<file path="config.mk">
export PLATFORM = sky130hd
export DESIGN_NAME = otp_shadow_ctrl
export DESIGN_NICKNAME = d
export VERILOG_FILES = /design/src/rtl/otp_shadow_ctrl.sv
export SDC_FILE = /design/constraint.sdc
export NUM_CORES = 1
export LEC_CHECK = 0
export CAP_MARGIN = 15
export CELL_PAD_IN_SITES_DETAIL_PLACEMENT = 0
export CELL_PAD_IN_SITES_GLOBAL_PLACEMENT = 2
export CORE_ASPECT_RATIO = 1.25
export CORE_MARGIN = 1.5
export CORE_UTILIZATION = 24
export DETAILED_ROUTE_END_ITERATION = 6
export GPL_ROUTABILITY_DRIVEN = 0
export PLACE_DENSITY_LB_ADDON = 0.12
export SKIP_LAST_GASP = 1
export SYNTH_ARGS = -nofsm -noshare
export SYNTH_HDL_FRONTEND = slang
export SYNTH_SLANG_ARGS = --single-unit
</file>
<file path="constraint.sdc">
create_clock -name clk -period 2.3 [get_ports clk]
set_input_delay 0.23 -clock clk [delete_from_list [all_inputs] [get_ports clk]]
set_output_delay 0.23 -clock clk [all_outputs]
set_load 0.1 [all_outputs]
</file>
<file path="src/rtl/otp_shadow_ctrl.sv">
// OTPROM sequencer: loads a window of fuse words into shadow registers after reset,
// then arbitrates master reads and multi-cycle burns while keeping the shadow coherent.
//
//   state       | meaning
//   ------------+-----------------------------------------------------------
//   S_LOAD      | issuing shadow-window reads, capturing the previous word
//   S_LOAD_TAIL | capturing the last shadow word, setting load_done
//   S_IDLE      | master port open: reads pass through, burns are latched
//   S_BURN      | holding s_ram_wen for BURN_CYCLES, shadow OR on last cycle
module otp_shadow_ctrl #(
    parameter int                   BUS_WIDTH    = 8,
    parameter int                   DATA_WIDTH   = 32,
    parameter logic [BUS_WIDTH-1:0] SHADOW_BASE  = 'h10,
    parameter int                   SHADOW_WORDS = 4,
    parameter int                   BURN_CYCLES  = 8
) (
    input  logic                             clk,
    input  logic                             resetn,
    input  logic [BUS_WIDTH-1:0]             m_ram_raddr,
    input  logic                             m_ram_ren,
    output logic [DATA_WIDTH-1:0]            m_ram_rdata,
    output logic                             m_rvalid,
    input  logic [BUS_WIDTH-1:0]             m_ram_waddr,
    input  logic [DATA_WIDTH-1:0]            m_ram_wdata,
    input  logic [DATA_WIDTH/8-1:0]          m_ram_wen,
    output logic                             m_ready,
    output logic [BUS_WIDTH-1:0]             s_ram_raddr,
    output logic                             s_ram_ren,
    input  logic [DATA_WIDTH-1:0]            s_ram_rdata,
    output logic [BUS_WIDTH-1:0]             s_ram_waddr,
    output logic [DATA_WIDTH-1:0]            s_ram_wdata,
    output logic [DATA_WIDTH/8-1:0]          s_ram_wen,
    output logic [SHADOW_WORDS*DATA_WIDTH-1:0] shadow_data,
    output logic                             load_done,
    output logic                             secure_debug_disable
);

    localparam int LANES = DATA_WIDTH / 8;
    localparam int IW    = (SHADOW_WORDS > 1) ? $clog2(SHADOW_WORDS) : 1;
    localparam int BW    = $clog2(BURN_CYCLES + 1);

    localparam logic [IW-1:0]        LAST_IDX  = IW'(SHADOW_WORDS - 1);
    localparam logic [BW-1:0]        BURN_LOAD = BW'(BURN_CYCLES);
    localparam logic [BUS_WIDTH:0]   WIN_LIMIT = (BUS_WIDTH + 1)'(SHADOW_WORDS);

    typedef enum logic [1:0] {
        S_LOAD,
        S_LOAD_TAIL,
        S_IDLE,
        S_BURN
    } state_t;

    state_t                 state;
    state_t                 state_nxt;
    logic [IW-1:0]          idx;
    logic [BW-1:0]          bcnt;
    logic [BUS_WIDTH-1:0]   wr_addr;
    logic [DATA_WIDTH-1:0]  wr_data;
    logic [LANES-1:0]       wr_lanes;
    logic [DATA_WIDTH-1:0]  shadow [SHADOW_WORDS];
    logic                   load_done_q;
    logic                   rvalid_q;

    logic                   burn_req;
    logic                   burn_last;
    logic [BUS_WIDTH-1:0]   win_off;
    logic [IW-1:0]          win_idx;
    logic                   in_win;
    logic [DATA_WIDTH-1:0]  lane_mask;

    assign burn_req  = |m_ram_wen;
    assign burn_last = (state == S_BURN) && (bcnt == BW'(1));
    assign win_off   = wr_addr - SHADOW_BASE;
    assign win_idx   = IW'(win_off);
    assign in_win    = {1'b0, win_off} < WIN_LIMIT;

    always_comb begin
        lane_mask = '0;
        for (int b = 0; b < LANES; b++) begin
            lane_mask[b*8 +: 8] = {8{wr_lanes[b]}};
        end
    end

    always_ff @(posedge clk or negedge resetn) begin
        if (!resetn) begin
            state <= S_LOAD;
        end else begin
            state <= state_nxt;
        end
    end

    always_comb begin
        state_nxt   = state;
        s_ram_ren   = 1'b0;
        s_ram_raddr = m_ram_raddr;
        s_ram_wen   = '0;
        m_ready     = 1'b0;
        case (state)
            S_LOAD: begin
                s_ram_ren   = 1'b1;
                s_ram_raddr = SHADOW_BASE + BUS_WIDTH'(idx);
                if (idx == LAST_IDX) begin
                    state_nxt = S_LOAD_TAIL;
                end
            end
            S_LOAD_TAIL: begin
                state_nxt = S_IDLE;
            end
            S_IDLE: begin
                m_ready   = 1'b1;
                s_ram_ren = m_ram_ren & ~burn_req;
                if (burn_req) begin
                    state_nxt = S_BURN;
                end
            end
            S_BURN: begin
                s_ram_wen = wr_lanes;
                if (bcnt == BW'(1)) begin
                    state_nxt = S_IDLE;
                end
            end
            default: state_nxt = S_LOAD;
        endcase
    end

    always_ff @(posedge clk or negedge resetn) begin
        if (!resetn) begin
            idx         <= '0;
            bcnt        <= '0;
            wr_addr     <= '0;
            wr_data     <= '0;
            wr_lanes    <= '0;
            load_done_q <= 1'b0;
            rvalid_q    <= 1'b0;
            for (int k = 0; k < SHADOW_WORDS; k++) begin
                shadow[k] <= '0;
            end
        end else begin
            rvalid_q <= (state == S_IDLE) && m_ram_ren && !burn_req;

            if (state == S_LOAD && idx != LAST_IDX) begin
                idx <= idx + 1'b1;
            end

            if (state == S_LOAD_TAIL) begin
                load_done_q <= 1'b1;
            end

            if (state == S_IDLE && burn_req) begin
                wr_addr  <= m_ram_waddr;
                wr_data  <= m_ram_wdata;
                wr_lanes <= m_ram_wen;
                bcnt     <= BURN_LOAD;
            end else if (state == S_BURN) begin
                bcnt <= bcnt - 1'b1;
            end

            // Array data lags its read by one cycle, so LOAD stores the word issued last cycle.
            for (int k = 0; k < SHADOW_WORDS; k++) begin
                if (state == S_LOAD && k < SHADOW_WORDS - 1 && idx == IW'(k + 1)) begin
                    shadow[k] <= s_ram_rdata;
                end else if (state == S_LOAD_TAIL && k == SHADOW_WORDS - 1) begin
                    shadow[k] <= s_ram_rdata;
                end else if (burn_last && in_win && win_idx == IW'(k)) begin
                    shadow[k] <= shadow[k] | (wr_data & lane_mask);
                end
            end
        end
    end

    for (genvar g = 0; g < SHADOW_WORDS; g++) begin : g_shadow_out
        assign shadow_data[g*DATA_WIDTH +: DATA_WIDTH] = shadow[g];
    end

    assign m_ram_rdata          = s_ram_rdata;
    assign m_rvalid             = rvalid_q;
    assign s_ram_waddr          = wr_addr;
    assign s_ram_wdata          = wr_data;
    assign load_done            = load_done_q;
    assign secure_debug_disable = load_done_q ? shadow[0][0] : 1'b1;

endmodule

</file>
## After elaboration in Yosys (flattened, before gate mapping)

Index checks and enable logic that the tools add are counted.

| storage, ports and cells | value |
|---|---|
| register bits after elaboration | 182 |
| input bits | 87 |
| output and inout port bits | 217 |
| logic and storage cells | 80 |

| cells by class | value |
|---|---|
| add/sub/neg operators | 4 |
| order comparisons | 1 |
| equality and inequality tests | 14 |
| multiplexer cells | 19 |
| bitwise operators | 7 |
| reductions and logical operators | 23 |

Operators with widths:

| kind | number |
|---|---|
| 2-to-1 mux 32 bit | 8 |
| bitwise OR 32 bit | 4 |
| bitwise AND 32 bit | 1 |
| logical AND 1 bit | 13 |
| equality test 2 bit (second input constant) | 6 |
| 2-to-1 mux 4 bit | 3 |
| nonzero test 2 bit | 5 |
| < comparator 8 x 3 -> 1 bit (second input constant) | 1 |
| 2-to-1 mux 8 bit | 1 |
| case mux 2 bit (4 select lines) | 1 |
| subtractor 8 x 5 -> 8 bit (second input constant) | 1 |
| adder 5 x 2 -> 6 bit (first input constant) | 1 |
| equality test 2 x 1 -> 1 bit (second input constant) | 3 |
| 2-to-1 mux 2 bit | 3 |
| inequality test 2 bit (second input constant) | 3 |
| equality test 4 x 1 -> 1 bit (second input constant) | 1 |
| zero test 2 bit | 2 |
| OR reduction 4 bit | 1 |
| subtractor 4 x 1 -> 4 bit (second input constant) | 1 |
| AND reduction 3 bit | 1 |
| adder 2 x 1 -> 2 bit (second input constant) | 1 |
| 2-to-1 mux 1 bit | 2 |
| inequality test 2 x 1 -> 1 bit (second input constant) | 1 |
| case mux 1 bit (2 select lines) | 1 |
| other kinds (3) | 3 |

## Logic depth before layout (Yosys ltp)

Gate-level depths: netlist (run 1).

| depth | value |
|---|---|
| depth in word-level cells | 6 |
| depth in mapped cells | 8 |
| gate-level depth less buffers | 6 |

## Worst setup path before layout (run 1)

Ideal clock, no wire load.

| timing path | value |
|---|---|
| kind | flip-flop to output port |
| start point | register state[1] |
| end point | output s_ram_raddr[0] |
| arrival time | 3028 ps |
| setup slack | -958 ps |
| stages on the path, launching flop included | 6 |
| path through | dfrtp_1 -> clkbuf_1 -> nor2_1 -> inv_1 -> clkbuf_1 -> o21ai_0 |

| between the ends | value |
|---|---|
| longest elaborated chain between the ends | 2 |

RTL lines:

| what | RTL line | text |
|---|---|---|
| from (decl) | 53 | `state_t state;` |
| from (signal assigned) | 88 | `state <= state_nxt;` |
| zero test 2 bit | 98 | `case (state)` |
| 2-to-1 mux 8 bit | 98 |  |
| to (decl) | 27 | `output logic [BUS_WIDTH-1:0] s_ram_raddr,` |

Every way passes these cells.

## Final worst setup path (run 1)

| timing path | value |
|---|---|
| start point | register wr_addr[5], in the netlist s_ram_waddr[5] |
| end point | register shadow, in the netlist shadow_data[116] |

| between the ends | value |
|---|---|
| longest elaborated chain between the ends | 5 |

RTL lines:

| what | RTL line | text |
|---|---|---|
| from (decl) | 57 | `logic [BUS_WIDTH-1:0] wr_addr;` |
| from (signal assigned) | 150 | `wr_addr <= m_ram_waddr;` |
| subtractor 8 x 5 -> 8 bit | 73 | `assign win_off = wr_addr - SHADOW_BASE;` |
| < comparator 8 x 3 -> 1 bit | 75 | `assign in_win = {1'b0, win_off} < WIN_LIMIT;` |
| logical AND 1 bit (2 in a row) | 164 | `end else if (burn_last && in_win && win_idx == IW'(k)) begin` |
| nonzero test 2 bit (no source line) | - |  |
| to (signal, indexed assignment) | 161 | `shadow[k] <= s_ram_rdata;` |
| to (signal, indexed assignment) | 163 | `shadow[k] <= s_ram_rdata;` |
| to (signal, indexed assignment) | 165 | `shadow[k] <= shadow[k] \| (wr_data & lane_mask);` |
| to (decl) | 60 | `logic [DATA_WIDTH-1:0] shadow [SHADOW_WORDS];` |

Every way passes these cells.
A chain may end at the register's enable or synchronous reset.

==> flow_summary.ini, run 1 <==
[run_status]
status = finished, violations left
violations = negative setup slack

[sta]
slew_headroom_pct = 56.4
rsz0062_at_grt = true
fmax_ghz = 0.425
setup_violations = 79
worst_pin_slew_ns = 0.655
skew_ns = 0.00898
final-hold-violation-count = 0
slew_viol_final = 0
hold_ws_ns = 0.316
timing.final.crit_share_pct = 102
setup_slack_ns = -0.0502
fin_crit_ns = 2.35

[grt]
grt_pass1_wl_mm = 44.2
grt-ovfl-total = 0
grt_pass1_vias = 6789
antenna_found_initial = 0
grt_max_degree = 52
grt_usage_pct = 17.1

[power]
p_switching_w = 0.00652
p_leak_nw = 5.82
switching_share_pct = 50.2
clkPwrFrac_pct = 22.0
cellPowerDensity_mw_per_mm2 = 1090
power_w = 0.0130
pwr-share-comb_pct = 45.5
seq_power_share_pct = 32.4
peakVddDrop_mv = 0.909
internal_power_w = 0.00647

[final_layout]
diodes = 0
multiInputGateArea_mm2 = 0.00310
fill_cells = 3464
nets = 1110
area_growth_syn_to_layout_pct = 47.1
drive_above_1_share_pct = 32.3
regArea_mm2 = 0.00456

[yosys]
yosysWarnings = 0
netlist_instances = 741
synth_nets = 833
ys_ff_latch = 182
synth_cell_type_count = 28
syn_area_mm2 = 0.00810
avgSynthCellArea_um2 = 10.9
yosysSeqAreaShare_pct = 56.3

[critical_path]
r2r_end = shadow_data[116]$_DFFE_PN0P_
required_ns = 2.66
worst_setup_path_start_kind = flip-flop
arrival_ns = 2.71
timing.rr.start = s_ram_waddr[5]$_DFFE_PN0P_
reg2reg_setup_slack_ns = -0.05
crit_type = flip-flop to flip-flop
crit_path_end_kind = flip-flop
cp_max_fo = 12
worst-r2r-cell-count = 5
crit_start = s_ram_waddr[5]$_DFFE_PN0P_

[route]
drtPass1Iterations = 4
post_drt_wl_per_cell_um = 20.2
wl_mm = 29.3
vias_per_cell = 4.37
vias = 6352
drt_iter0_drc = 193
drc_errors = 0
antenna_left = 0

[clock_tree]
cts_htree_levels = 4
cts_setup_buffers = 0
path_clk_slew_ns = 0.07
cts.sinks = 182
clockBufferDepth = 2
cts_buffers = 17
clock_latency_ns = 0.43
clockRootBuffer = clkbuf_16
cts_tree = built

[worst_hold_path]
hold_class = input port to flip-flop
hold_path_depth = 3
worstHoldEndpoint = s_ram_waddr[5]$_DFFE_PN0P_
hp-start = m_ram_waddr[5]

[floorplan]
start_util_pct = 24.2
rows = 75
pin_count = 304
die_x_um = 167
dieArea_mm2 = 0.0348
core_mm2 = 0.0334
die_h_um = 208

[placement]
dp_hpwl_mm = 20.5
portBuffers = 303

[job]
cap_violations = 0
-- repair_timing --
item / CTS / global route
gates cloned: 0 / 2
pin swaps: 0 / 1
endpoints found under the hold margin: 46 / 0
gates resized for setup: 4 / 28
setup endpoints to repair: 69 / 106
hold buffers: 1 / 0
-- power by group through the flow --
stage | combinational [W] | clock, W | sequential (W)
after floorplan | 0.00168 | 0 | 0.00676
after global placement | 0.00596 | 0 | 0.00429
after detailed placement | 0.00596 | 0 | 0.00429
after CTS | 0.00596 | 0.00298 | 0.00423
after global routing | 0.00623 | 0.00309 | 0.00429
final | 0.00592 | 0.00286 | 0.00421
-- layout by cell type (no fill, tap or decap), drive strengths merged --
cell type      instances
buf                  245
dfrtp                182
nand2                166
o21ai                133
mux2i                129
clkdlybuf4s50         85
clkbuf                22
inv                    9
nand2b                 6
and2                   6
clkinv                 6
and3                   5
ha                     5
or4                    5
nor2                   4
nand3                  4
clkinvlp               3
nor4                   2
a22o                   2
xnor2                  2
or3b                   2
nor2b                  1
or4b                   1
or3                    1
o211ai                 1
xor2                   1
bufinv                 1
dlygate4sd3            1
-- Yosys cell counts --
cell / n / share of area [%]
or4b_1: 1 / 0.12
clkbuf_1: 29 / 1.3
nor2b_1: 1 / 0.077
dfrtp_1: 182 / 56
o211ai_1: 1 / 0.093
o21ai_0: 42 / 2.6
buf_1: 6 / 0.28
a22o_1: 2 / 0.22
and2_1: 6 / 0.46
nor4_1: 2 / 0.15
xor2_1: 1 / 0.11
or3b_2: 2 / 0.22
o21ai_1: 64 / 4.0
inv_1: 7 / 0.32
o21ai_2: 27 / 2.9
buf_4: 32 / 3.0
nand2b_1: 6 / 0.46
ha_1: 5 / 0.77
mux2i_1: 129 / 16
or4_1: 1 / 0.093
or4_4: 4 / 0.56
nand3_1: 4 / 0.25
buf_6: 9 / 1.3
xnor2_1: 2 / 0.22
nand2_1: 166 / 7.7
and3_1: 5 / 0.39
nor2_1: 4 / 0.19
or3_1: 1 / 0.077
-- worst max path at each step --
| stage | endpoint | slack, ns | cells after the start |
|---|---|---|---|
| global placement | shadow_data[41]$_DFFE_PN0P_ | -0.03 | 5 |
| global route | shadow_data[56]$_DFFE_PN0P_ | -0.13 | 5 |
| CTS | shadow_data[64]$_DFFE_PN0P_ | -0.07 | 5 |
| detailed placement | shadow_data[63]$_DFFE_PN0P_ | -0.07 | 5 |
| finish | shadow_data[116]$_DFFE_PN0P_ | -0.05 | 5 |
| floorplan | s_ram_raddr[0] | -0.21 | 5 |
-- kinds of logic (layout without fill, tap and decap cells) --
family,Yosys count,count (layout),share of synthesized area [%]
flip-flops,182,182,56.3
AO/OA/AOI/OAI,136,136,9.78
multiplexers,129,129,16.0
XOR/XNOR,3,3,0.325
adder cells (fa/ha/maj),5,5,0.773
buffers and inverters,83,372,6.17
AND/OR/NAND/NOR,203,203,10.7
-- layout make-up --
cell class / count / area share, %
clock buffers: 19 / 3.80
clock inverters: 12 / 0.872
inverters: 7 / 0.221
multi-input cells: 476 / 26.1
flip-flops and latches: 182 / 38.3
well taps: 423 / 4.44
repair buffers: 334 / 26.3
-- stage by stage --
step	cells	setup WS (ns)	setup TNS [ns]	utilization [%]	area (um2)
5_1_grt	1453	-0.127	-10.42	35.7	11900
2_1_floorplan	741	-0.205	-7.59	-	8140
6_report	1453	-0.0502	-1.55	35.7	11900
3_5_place_dp	1419	-0.0684	-0.751	33.6	11200
4_1_cts	1451	-0.0663	-1.31	35.3	11800
3_3_place_gp	1419	-0.0343	-0.398	33.6	11200
-- critical path, cell delays in order (launching register included) --
cell and delay [ns]:
dfrtp_4 0.47, or4b_1 0.51, or4_4 0.46, or3_4 0.49
clkbuf_16 0.22, o21ai_1 0.12
-- metal layers --
metal	track usage (%)	wire (um)	vias up
met5	0	0	-
met4	4.29	358	0
met3	4.91	1650	15
met2	29.0	14900	170
met1	21.2	12400	3107
li1	-	-	3060
-- registers in the layout (all words and copies together) (netlist names) --
signal / cells
wr_lanes: 4
load_done: 1
shadow_data: 128
s_ram_waddr: 8
m_rvalid: 1
bcnt: 4
s_ram_wdata: 32
state: 2
idx: 2
Note: power is estimated with default switching activity, not from simulation.
==> run 2: changes to the inputs <==
--- a/config.mk
+++ b/config.mk
@@ -9,7 +9,7 @@
 export CELL_PAD_IN_SITES_DETAIL_PLACEMENT = 0
 export CELL_PAD_IN_SITES_GLOBAL_PLACEMENT = 2
 export CORE_ASPECT_RATIO = 1.25
-export CORE_MARGIN = 1.5
+export CORE_MARGIN = 1
 export CORE_UTILIZATION = 24
 export DETAILED_ROUTE_END_ITERATION = 6
 export GPL_ROUTABILITY_DRIVEN = 0
==> run 2 against run 1 <==
  * Final cell count unchanged
  * The run ends with design-rule violations, negative setup slack left
  * Register-to-register slack worse by 0.03 ns
  * First-iteration DRC count up 26%
  * Via count grew 0.98%
  * Global-route usage is 0.11 points lower
  * Clock skew about the same
  * Maximum frequency is 1.3% lower
  * Combinational power about the same
  * Power is 1.5% higher
  * Critical path type unchanged
  * Die area shrank 1.1%
  * Sequential cell count did not move
  * Count of clock-buffer cells in the layout rose by 4
==> flow_summary.ini, run 2 (synthesis gave the netlist of run 1 again) <==
[sta]
timing.final.crit_share_pct = 104
setup_slack_ns = -0.0807
setup_violations = 88
fmax_ghz = 0.420
slew_headroom_pct = 56.4
worst_pin_slew_ns = 0.654
final-hold-violation-count = 0
hold_ws_ns = 0.317
fin_crit_ns = 2.38
skew_ns = 0.00902
rsz0062_at_grt = true
slew_viol_final = 0

[critical_path]
crit_cells = 5
crit_type = flip-flop to flip-flop
worst-r2r-cell-count = 5
crit_start = s_ram_waddr[5]$_DFFE_PN0P_
r2r_end = shadow_data[64]$_DFFE_PN0P_
slowest_stage = or4b_1
arrival_ns = 2.73
timing.rr.start = s_ram_waddr[5]$_DFFE_PN0P_
cp_max_fo = 15
crit_path_end_kind = flip-flop
path_buf_inv = 1
reg2reg_setup_slack_ns = -0.08
required_ns = 2.65
cpPeakStageDelay_ns = 0.52
worst_setup_path_start_kind = flip-flop
path_cells = or4b_1 > or4_4 > or4_4 > buf_12 > o21ai_0
critPathTopFamily = simple AND/OR/NAND/NOR gates
crit_path_end = shadow_data[64]$_DFFE_PN0P_
crit_top_cell = or4_4

[clock_tree]
clock_latency_ns = 0.43
cts_htree_levels = 4
cts_tree = built
clockBufferDepth = 2
clockRootBuffer = clkbuf_16
path_clk_slew_ns = 0.07
cts_setup_buffers = 0
cts.sinks = 182
cts_buffers = 17

[placement]
portBuffers = 303
placedCellCount = 1417
placed_cell_area_mm2 = 0.0112
dp_hpwl_mm = 20.5

[route]
drc_errors = 19
drtPass1Iterations = 6
antenna_left = 0
post_drt_wl_per_cell_um = 20.1
drt_iter0_drc = 244
vias_per_cell = 4.41
wl_mm = 29.2
vias = 6414

[final_layout]
layout.cells.non_filler = 1453
fill_cells = 3380
largest_reg_flops = 128
final_common_cell = buf_4
drive_above_1_share_pct = 32.9
diodes = 0
nets = 1114
fin_area_mm2 = 0.0120
area_growth_syn_to_layout_pct = 48.0
mostFrequentLayoutCells = buf_4, dfrtp_1, nand2_1

[floorplan]
dieArea_mm2 = 0.0345
rows = 74
die_h_um = 207
start_util_pct = 24.6
core_mm2 = 0.0330
die_x_um = 166
pin_count = 304

[power]
p_leak_nw = 5.85
cellPowerDensity_mw_per_mm2 = 1100
peakVddDrop_mv = 0.867
power_w = 0.0132

[grt]
grt-ovfl-total = 0
antenna_found_initial = 0
grt_max_degree = 71
grt_pass1_vias = 6744
grt_usage_pct = 17.0
grt_pass1_wl_mm = 43.8

[worst_hold_path]
hold_class = input port to flip-flop

[run_status]
violations = design-rule violations, negative setup slack
status = finished, violations left

[job]
cap_violations = 0
## run 2: worst min-delay path by stage
stage | slack [ns] | startpoint | depth (start not counted) | end
after floorplan | -0.07 | resetn | 0 | bcnt[0]$_DFFE_PN0P_
final | 0.32 | m_ram_wdata[23] | 3 | s_ram_wdata[23]$_DFFE_PN0P_
after global routing | 0.31 | m_ram_wdata[3] | 3 | s_ram_wdata[3]$_DFFE_PN0P_
after CTS | 0.29 | m_ram_wdata[31] | 3 | s_ram_wdata[31]$_DFFE_PN0P_
after global placement | 0.31 | resetn | 1 | s_ram_wdata[28]$_DFFE_PN0P_
after detailed placement | 0.31 | resetn | 1 | s_ram_wdata[28]$_DFFE_PN0P_
## run 2: final cells by class
class | instances | area [um2] | area share [%]
clock buffer | 23 | 498 | 4.16
clock inverter | 9 | 115 | 0.961
inverter | 7 | 26.3 | 0.219
multi-input combinational | 476 | 3120 | 26.0
tap | 418 | 523 | 4.36
sequential | 182 | 4560 | 38.1
timing repair buffer | 338 | 3140 | 26.2
## run 2: routing by layer
metal	up-vias	GRT usage [%]	part of all wire, %
li1	3065	-	-
met1	3147	22.1	45
met2	186	28.1	49
met3	16	4.50	5.8
met4	0	3.74	0.76
met5	-	0	0
## run 2: what timing repair did
action / in CTS / in global routing
hold buffers: 1 / 0
hold endpoints to repair: 63 / 0
endpoints found under the setup margin: 85 / 108
cloned: 0 / 3
resized for setup: 0 / 28
## run 2: stage by stage
| stage | utilization [%] | setup WS [ns] | setup TNS (ns) |
|---|---|---|---|
| 2_1_floorplan | - | -0.205 | -7.59 |
| 3_3_place_gp | 34.0 | -0.0388 | -0.298 |
| 3_5_place_dp | 34.0 | -0.0764 | -1.47 |
| 4_1_cts | 35.9 | -0.0946 | -2.63 |
| 5_1_grt | 36.4 | -0.179 | -10.13 |
| 6_report | 36.4 | -0.0807 | -3.13 |
## run 2: power breakdown
| part | internal, W | total [W] | switching (W) |
|---|---|---|---|
| logic | 0.00124 | 0.00590 | 0.00466 |
| clock network | 0.00176 | 0.00307 | 0.00131 |
| registers | 0.00367 | 0.00422 | 0.000543 |
## run 2: tightest hold or removal path, cell delays in order
cell and delay (ns):
clkdlybuf4s50_1 0.40, nand2_1 0.05, nand2_1 0.04
==> run 3: changes to the inputs <==
--- a/config.mk
+++ b/config.mk
@@ -9,7 +9,6 @@
 export CELL_PAD_IN_SITES_DETAIL_PLACEMENT = 0
 export CELL_PAD_IN_SITES_GLOBAL_PLACEMENT = 2
 export CORE_ASPECT_RATIO = 1.25
-export CORE_MARGIN = 1
 export CORE_UTILIZATION = 24
 export DETAILED_ROUTE_END_ITERATION = 6
 export GPL_ROUTABILITY_DRIVEN = 0
==> results of run 3 <==
Final layout, timing and power as in run 2 (identical DEF).
